[src/rtl/divider_ctrl_if.sv]
// Control/status bundle between the register bank and divider_ctrl.
// The master side (register bank / control FSM) drives the requests and the
// configuration. The slave side (divider_ctrl) returns status and the timebase.
// Optional burst mode is compiled in when DIVCTRL_BURST_EN is defined.
interface divider_ctrl_if #(
  parameter int CNT_W   = 25,
  parameter int BURST_W = 8
);

  logic             start;
  logic             stop;
  logic             cfg_valid;
  logic [CNT_W-1:0] cfg_div;
  logic             cfg_ready;
  logic             busy;
  logic [1:0]       state;
  logic             tick;
  logic             clk_out;
`ifdef DIVCTRL_BURST_EN
  logic [BURST_W-1:0] burst_len;
  logic               done;
`endif

`ifdef DIVCTRL_BURST_EN
  modport master (
    output start, stop, cfg_valid, cfg_div, burst_len,
    input  cfg_ready, busy, state, tick, clk_out, done
  );

  modport slave (
    input  start, stop, cfg_valid, cfg_div, burst_len,
    output cfg_ready, busy, state, tick, clk_out, done
  );
`else
  modport master (
    output start, stop, cfg_valid, cfg_div,
    input  cfg_ready, busy, state, tick, clk_out
  );

  modport slave (
    input  start, stop, cfg_valid, cfg_div,
    output cfg_ready, busy, state, tick, clk_out
  );
`endif

endinterface

[src/rtl/divider_ctrl.sv]
// Run-time controller for the programmable clock-divider timebase.
// Owns the divide counter and sequences start, graceful stop and glitch-free
// divide-ratio reload. It emits a 1-cycle tick at every terminal count and a
// 50%-duty clk_out that toggles on each tick and is low whenever idle.
// A ratio offered while running is parked in pending_div_q and only takes effect
// at a terminal count. This way clk_out never produces a runt phase.
// Optional feature: define DIVCTRL_BURST_EN to add burst_len/done. A run then
// stops by itself after burst_len ticks. A burst_len of 0 keeps free-running.
module divider_ctrl #(
  parameter int CNT_W       = 25,
  parameter int DEFAULT_DIV = 24000000,
  parameter int BURST_W     = 8
) (
  input logic           clk_in,
  input logic           reset,
  divider_ctrl_if.slave bus
);

  typedef enum logic [1:0] {
    IDLE     = 2'b00,
    RUN      = 2'b01,
    STOPPING = 2'b10
  } state_e;

  state_e           state_q;
  logic [CNT_W-1:0] counter_q;
  logic [CNT_W-1:0] div_q;
  logic [CNT_W-1:0] pending_div_q;
  logic             pending_q;
  logic             clk_out_q;
  logic             tick_q;

  logic             terminal;
  logic             cfg_ready;
  logic             cfg_fire;
  logic [CNT_W-1:0] cfg_div_clamped;
  logic [CNT_W-1:0] div_d;

`ifdef DIVCTRL_BURST_EN
  logic [BURST_W-1:0] burst_len_q;
  logic [BURST_W-1:0] tick_cnt_q;
  logic               burst_fin_q;
  logic               done_q;
  logic               burst_last;
`endif

  // div_q is never zero, so div_q - 1 is always a valid terminal count.
  assign terminal        = (counter_q == (div_q - CNT_W'(1)));
  assign cfg_ready       = (state_q == IDLE) || ((state_q == RUN) && !pending_q);
  assign cfg_fire        = bus.cfg_valid && cfg_ready;
  assign cfg_div_clamped = (bus.cfg_div == '0) ? CNT_W'(1) : bus.cfg_div;
  assign div_d           = pending_q ? pending_div_q : div_q;

`ifdef DIVCTRL_BURST_EN
  assign burst_last = (burst_len_q != '0) && ((tick_cnt_q + BURST_W'(1)) == burst_len_q);
  assign bus.done   = done_q;
`endif

  assign bus.cfg_ready = cfg_ready;
  assign bus.busy      = (state_q != IDLE);
  assign bus.state     = state_q;
  assign bus.tick      = tick_q;
  assign bus.clk_out   = clk_out_q;

  // Control FSM with divide counter, reload sequencing and registered outputs.
  always_ff @(posedge clk_in or posedge reset) begin
    if (reset) begin
      state_q       <= IDLE;
      counter_q     <= '0;
      div_q         <= CNT_W'(DEFAULT_DIV);
      pending_div_q <= '0;
      pending_q     <= 1'b0;
      clk_out_q     <= 1'b0;
      tick_q        <= 1'b0;
`ifdef DIVCTRL_BURST_EN
      burst_len_q   <= '0;
      tick_cnt_q    <= '0;
      burst_fin_q   <= 1'b0;
      done_q        <= 1'b0;
`endif
    end else begin
      tick_q <= 1'b0;
`ifdef DIVCTRL_BURST_EN
      done_q <= 1'b0;
`endif
      case (state_q)
        IDLE: begin
          counter_q <= '0;
          clk_out_q <= 1'b0;
          if (cfg_fire) begin
            div_q <= cfg_div_clamped;
          end
          if (bus.start && !bus.stop) begin
            state_q     <= RUN;
`ifdef DIVCTRL_BURST_EN
            burst_len_q <= bus.burst_len;
            tick_cnt_q  <= '0;
            burst_fin_q <= 1'b0;
`endif
          end
        end

        RUN: begin
          if (cfg_fire) begin
            pending_div_q <= cfg_div_clamped;
            pending_q     <= 1'b1;
          end
          if (bus.stop) begin
            state_q <= STOPPING;
          end
          if (terminal) begin
            tick_q    <= 1'b1;
            counter_q <= '0;
            clk_out_q <= ~clk_out_q;
            div_q     <= div_d;
            if (pending_q) begin
              pending_q <= 1'b0;
            end
`ifdef DIVCTRL_BURST_EN
            tick_cnt_q <= tick_cnt_q + BURST_W'(1);
            // The last burst tick parks clk_out low, so STOPPING retires
            // without adding a tick beyond the requested count.
            if (burst_last) begin
              clk_out_q   <= 1'b0;
              state_q     <= STOPPING;
              burst_fin_q <= 1'b1;
            end
`endif
          end else begin
            counter_q <= counter_q + CNT_W'(1);
          end
        end

        STOPPING: begin
          if (!clk_out_q || terminal) begin
            state_q   <= IDLE;
            counter_q <= '0;
            clk_out_q <= 1'b0;
            tick_q    <= clk_out_q;
            div_q     <= div_d;
            pending_q <= 1'b0;
`ifdef DIVCTRL_BURST_EN
            done_q      <= burst_fin_q;
            burst_fin_q <= 1'b0;
`endif
          end else begin
            counter_q <= counter_q + CNT_W'(1);
          end
        end

        default: begin
          state_q   <= IDLE;
          counter_q <= '0;
          clk_out_q <= 1'b0;
        end
      endcase
    end
  end

endmodule

[src/flat_wrapper.sv]
// flat-port wrapper written by rule: the top's interface ports become plain ports
module divider_ctrl_flat 
#(
  parameter int CNT_W       = 25,
  parameter int DEFAULT_DIV = 24000000,
  parameter int BURST_W     = 8
)
  (clk_in, reset, bus_start, bus_stop, bus_cfg_valid, bus_cfg_div, bus_cfg_ready, bus_busy, bus_state, bus_tick, bus_clk_out);
  divider_ctrl_if #(.CNT_W(CNT_W), .BURST_W(BURST_W)) bus_i ();
  input logic clk_in;
  input logic reset;
  input wire logic [$bits(bus_i.start)-1:0] bus_start;
  input wire logic [$bits(bus_i.stop)-1:0] bus_stop;
  input wire logic [$bits(bus_i.cfg_valid)-1:0] bus_cfg_valid;
  input wire logic [$bits(bus_i.cfg_div)-1:0] bus_cfg_div;
  output wire logic [$bits(bus_i.cfg_ready)-1:0] bus_cfg_ready;
  output wire logic [$bits(bus_i.busy)-1:0] bus_busy;
  output wire logic [$bits(bus_i.state)-1:0] bus_state;
  output wire logic [$bits(bus_i.tick)-1:0] bus_tick;
  output wire logic [$bits(bus_i.clk_out)-1:0] bus_clk_out;
  assign bus_i.start = bus_start;
  assign bus_i.stop = bus_stop;
  assign bus_i.cfg_valid = bus_cfg_valid;
  assign bus_i.cfg_div = bus_cfg_div;
  assign bus_cfg_ready = bus_i.cfg_ready;
  assign bus_busy = bus_i.busy;
  assign bus_state = bus_i.state;
  assign bus_tick = bus_i.tick;
  assign bus_clk_out = bus_i.clk_out;
  divider_ctrl #(.CNT_W(CNT_W), .DEFAULT_DIV(DEFAULT_DIV), .BURST_W(BURST_W)) u_core (.clk_in(clk_in), .reset(reset), .bus(bus_i));
endmodule
[config.mk]
export PLATFORM = sky130hd
export DESIGN_NAME = divider_ctrl_flat
export DESIGN_NICKNAME = d
export VERILOG_FILES = /design/src/rtl/divider_ctrl_if.sv /design/src/rtl/divider_ctrl.sv /design/src/flat_wrapper.sv
export SDC_FILE = /design/constraint.sdc
export NUM_CORES = 1
export LEC_CHECK = 0
export ABC_AREA = 1
export CAP_MARGIN = 20
export CORE_MARGIN = 3
export CORE_UTILIZATION = 53
export CTS_CLUSTER_DIAMETER = 30
export DETAILED_ROUTE_END_ITERATION = 8
export PLACE_DENSITY_LB_ADDON = 0.15
export SYNTH_ARGS = -nofsm -noshare
export SYNTH_HDL_FRONTEND = slang
export SYNTH_SLANG_ARGS = --single-unit
[constraint.sdc]
create_clock -name clk_in -period 5.4 [get_ports clk_in]
set_input_delay 0.81 -clock clk_in [delete_from_list [all_inputs] [get_ports clk_in]]
set_output_delay 0.81 -clock clk_in [all_outputs]
set_load 0.02 [all_outputs]
==> impl_metrics.py <==
metrics = {
    "route": {
        "drc": 0,
        "wirelength_mm": 11.1,
        "via_count": 4421,
        "wl_per_cell_um": 13.3,
        "viasPerCell": 5.27,
        "drtIter0Drc": 245,
        "ant_nets": 0,
        "drt_pre_antenna_iters": 4,
    },
    "timing": {
        "fin_crit_sh_pct": 55.2,
        "grt_setup_unrepaired": "no",
        "final_hold_viol_count": 0,
        "slew_headroom_pct": 56.7,
        "fin_hold_ws_ns": 0.484,
        "fmax_ghz": 0.336,
        "fin_tns_setup_ns": 0,
        "finClkSkew_ns": 0.0120,
        "period_minus_slack_ns": 2.98,
        "tightest_slew_ns": 0.650,
        "setup-violations-final": 0,
        "final_max_slew_viol_count": 0,
    },
    "logic_synthesis": {
        "syn_avg_cell_area_um2": 7.09,
        "syn_area_mm2": 0.00495,
        "ys_seq_area_share_pct": 40.7,
        "syn_inst": 698,
        "synth_seq_cells": 80,
        "ys_types": 33,
        "ys_warn_count": 0,
        "synth_fp_nets": 734,
    },
    "placement": {
        "dp_hpwl_mm": 8.57,
        "gp_congestion": 0.938,
        "io_buffers": 35,
    },
    "worst_hold_path": {
        "min_path_cells": 2,
        "hold_class": "reg -> reg",
    },
    "setup_path": {
        "cp_max_fo": 5,
        "timing.rr.start": "u_core.div_q[0]",
        "crit_type": "reg -> out",
        "worstRegToRegCells": 15,
        "end_kind": "output pin",
        "r2r-end": "u_core.div_q[16]",
        "crit_end": "bus_cfg_ready",
        "crit_start": "u_core.bus.state[1]",
        "cp.required_ns": 4.59,
        "cp-start-kind": "flop",
        "reg2reg_setup_slack_ns": 2.59,
        "cp.arrival_ns": 2.17,
    },
    "grt": {
        "overflow": 0,
        "antenna_found_initial": 0,
        "grt_max_degree": 53,
        "grt_first_pass_wirelength_mm": 18.9,
        "grt_usage_pct": 22.6,
        "grt_pass1_vias": 4134,
    },
    "floorplan": {
        "initial_core_util_pct": 55.7,
        "rows": 34,
        "die_x_um": 103,
        "die_area_mm2": 0.0105,
        "core-area_mm2": 0.00889,
        "ios": 36,
        "die_h_um": 103,
    },
    "final_layout": {
        "diodes": 0,
        "area_growth_pct": 12.2,
        "layout.nets": 762,
        "drive_above_1_share_pct": 7.11,
        "layout_common_cells": "nand2_1 (218), inv_1 (79), nor2_1 (70), dfrtp_1 (70), o21ai_0 (57)",
        "mostFrequentLayoutCell": "nand2_1",
    },
    "clock_tree": {
        "cts.reportedPaths.clkPinSlew_ns": 0.09,
        "insertion_delay_ns": 0.36,
        "cts.repair.resized": 0,
        "cts_root_buffer": "clkbuf_8",
        "tritoncts": "built",
        "htreeDepth": 3,
        "cts_buffers": 9,
        "clock-sinks": 80,
        "cts_hold_buf": 0,
        "cts_buffer_depth": 2,
        "cts_setup_buffers": 0,
    },
    "power_and_ir_drop": {
        "power.total_uw": 2870,
        "p_leak_uw": 0.00268,
        "p_per_area_mw_per_mm2": 516,
        "max-vdd-ir-drop_uv": 289,
    },
    "flow_run": {
        "maxCapViolations": 0,
    },
    "outcome": {
        "outcome": "finished, final reports clean",
    },
}
## where the power goes
part           total [uW]  internal, uW  switching [uW]
combinational        1430           486             941
clock                 465           230             235
sequential            978           810             168
## critical path: stages, from the launching register on
cell             delay [ns]
dfrtp_1                0.43
inv_1                  0.09
ha_1                   0.23
inv_1                  0.09
o21ai_0                0.30
clkdlybuf4s50_1        0.67
## layer usage
layer  part of all wire, %  wire, um  GRT usage [%]
met1                    47      5260           32.0
met2                    46      5180           35.7
met3                   4.5       505           3.32
met4                   1.8       202           7.47
met5                     0         0              0
## registers in the layout (all words and copies together) (netlist names)
signal	count
u_core.bus.clk_out	1
u_core.div_q	25
u_core.pending_q	1
u_core.bus.state	2
u_core.counter_q	25
u_core.bus.tick	1
u_core.pending_div_q	25
## worst min-delay path by stage
stage	startpoint	to	slack [ns]
after detailed placement	u_core.pending_div_q[20]	u_core.pending_div_q[20]	0.47
after CTS	u_core.div_q[24]	u_core.div_q[24]	0.49
after global placement	u_core.pending_div_q[8]	u_core.pending_div_q[8]	0.47
after floorplan	u_core.div_q[24]	u_core.div_q[24]	0.45
final	u_core.div_q[24]	u_core.div_q[24]	0.48
after global routing	u_core.div_q[24]	u_core.div_q[24]	0.51
## stage by stage
step | worst slack, ns | cell area (um^2) | util, % | std cells
finish | 2.42 | 5560 | 62.5 | 839
global route | 2.25 | 5560 | 62.5 | 839
CTS | 2.41 | 5560 | 62.5 | 839
detailed placement | 2.68 | 5350 | 60.2 | 823
global placement | 2.80 | 5350 | 60.2 | 823
floorplan | 2.55 | 4950 | - | 698
## synthesized netlist by cell type
master	number	share of area (%)
a21oi_2	1	0.18
dfstp_2	10	5.3
nand3b_1	5	0.76
nand3_4	1	0.35
nand2_1	218	17
nand3_1	53	5.4
buf_4	4	0.61
clkbuf_2	1	0.10
dfrtp_1	70	35
nor2_1	70	5.3
xor2_1	23	4.1
a21oi_1	7	0.71
o21ai_1	1	0.10
nor3_2	2	0.40
nor2_4	2	0.45
or2_2	4	0.51
o21bai_1	1	0.15
nand2_4	2	0.45
nor2_2	8	1.0
nor4_1	7	0.88
buf_2	1	0.10
o21ai_0	57	5.8
inv_1	80	6.1
nand2_2	2	0.25
nand4_1	12	1.5
clkinv_1	3	0.23
nor3_1	12	1.2
buf_6	2	0.45
xnor2_1	16	2.8
ha_1	6	1.5
clkbuf_1	14	1.1
and2_1	1	0.13
o22ai_1	2	0.25
## cell families (layout without fill, tap and decap cells)
| family | Yosys count | after routing | share of synthesized area, % |
|---|---|---|---|
| AOI/OAI and AO/OA | 69 | 69 | 7.15 |
| xor gates and xnor gates | 39 | 39 | 6.90 |
| adders and majority gates | 6 | 6 | 1.52 |
| buffers and inverters | 105 | 138 | 8.62 |
| DFF | 80 | 80 | 40.7 |
| and+or+nand+nor | 399 | 399 | 35.1 |
## final cells by class
type	instances	area, um^2
clock buffers	11	141
clock inverters	5	62.6
fillers	829	3330
inverters	83	313
multi-input cells	513	2510
flip-flops and latches	80	2010
well taps	108	135
repair buffers	39	380
No activity file was read; power rests on OpenSTA's default activity.
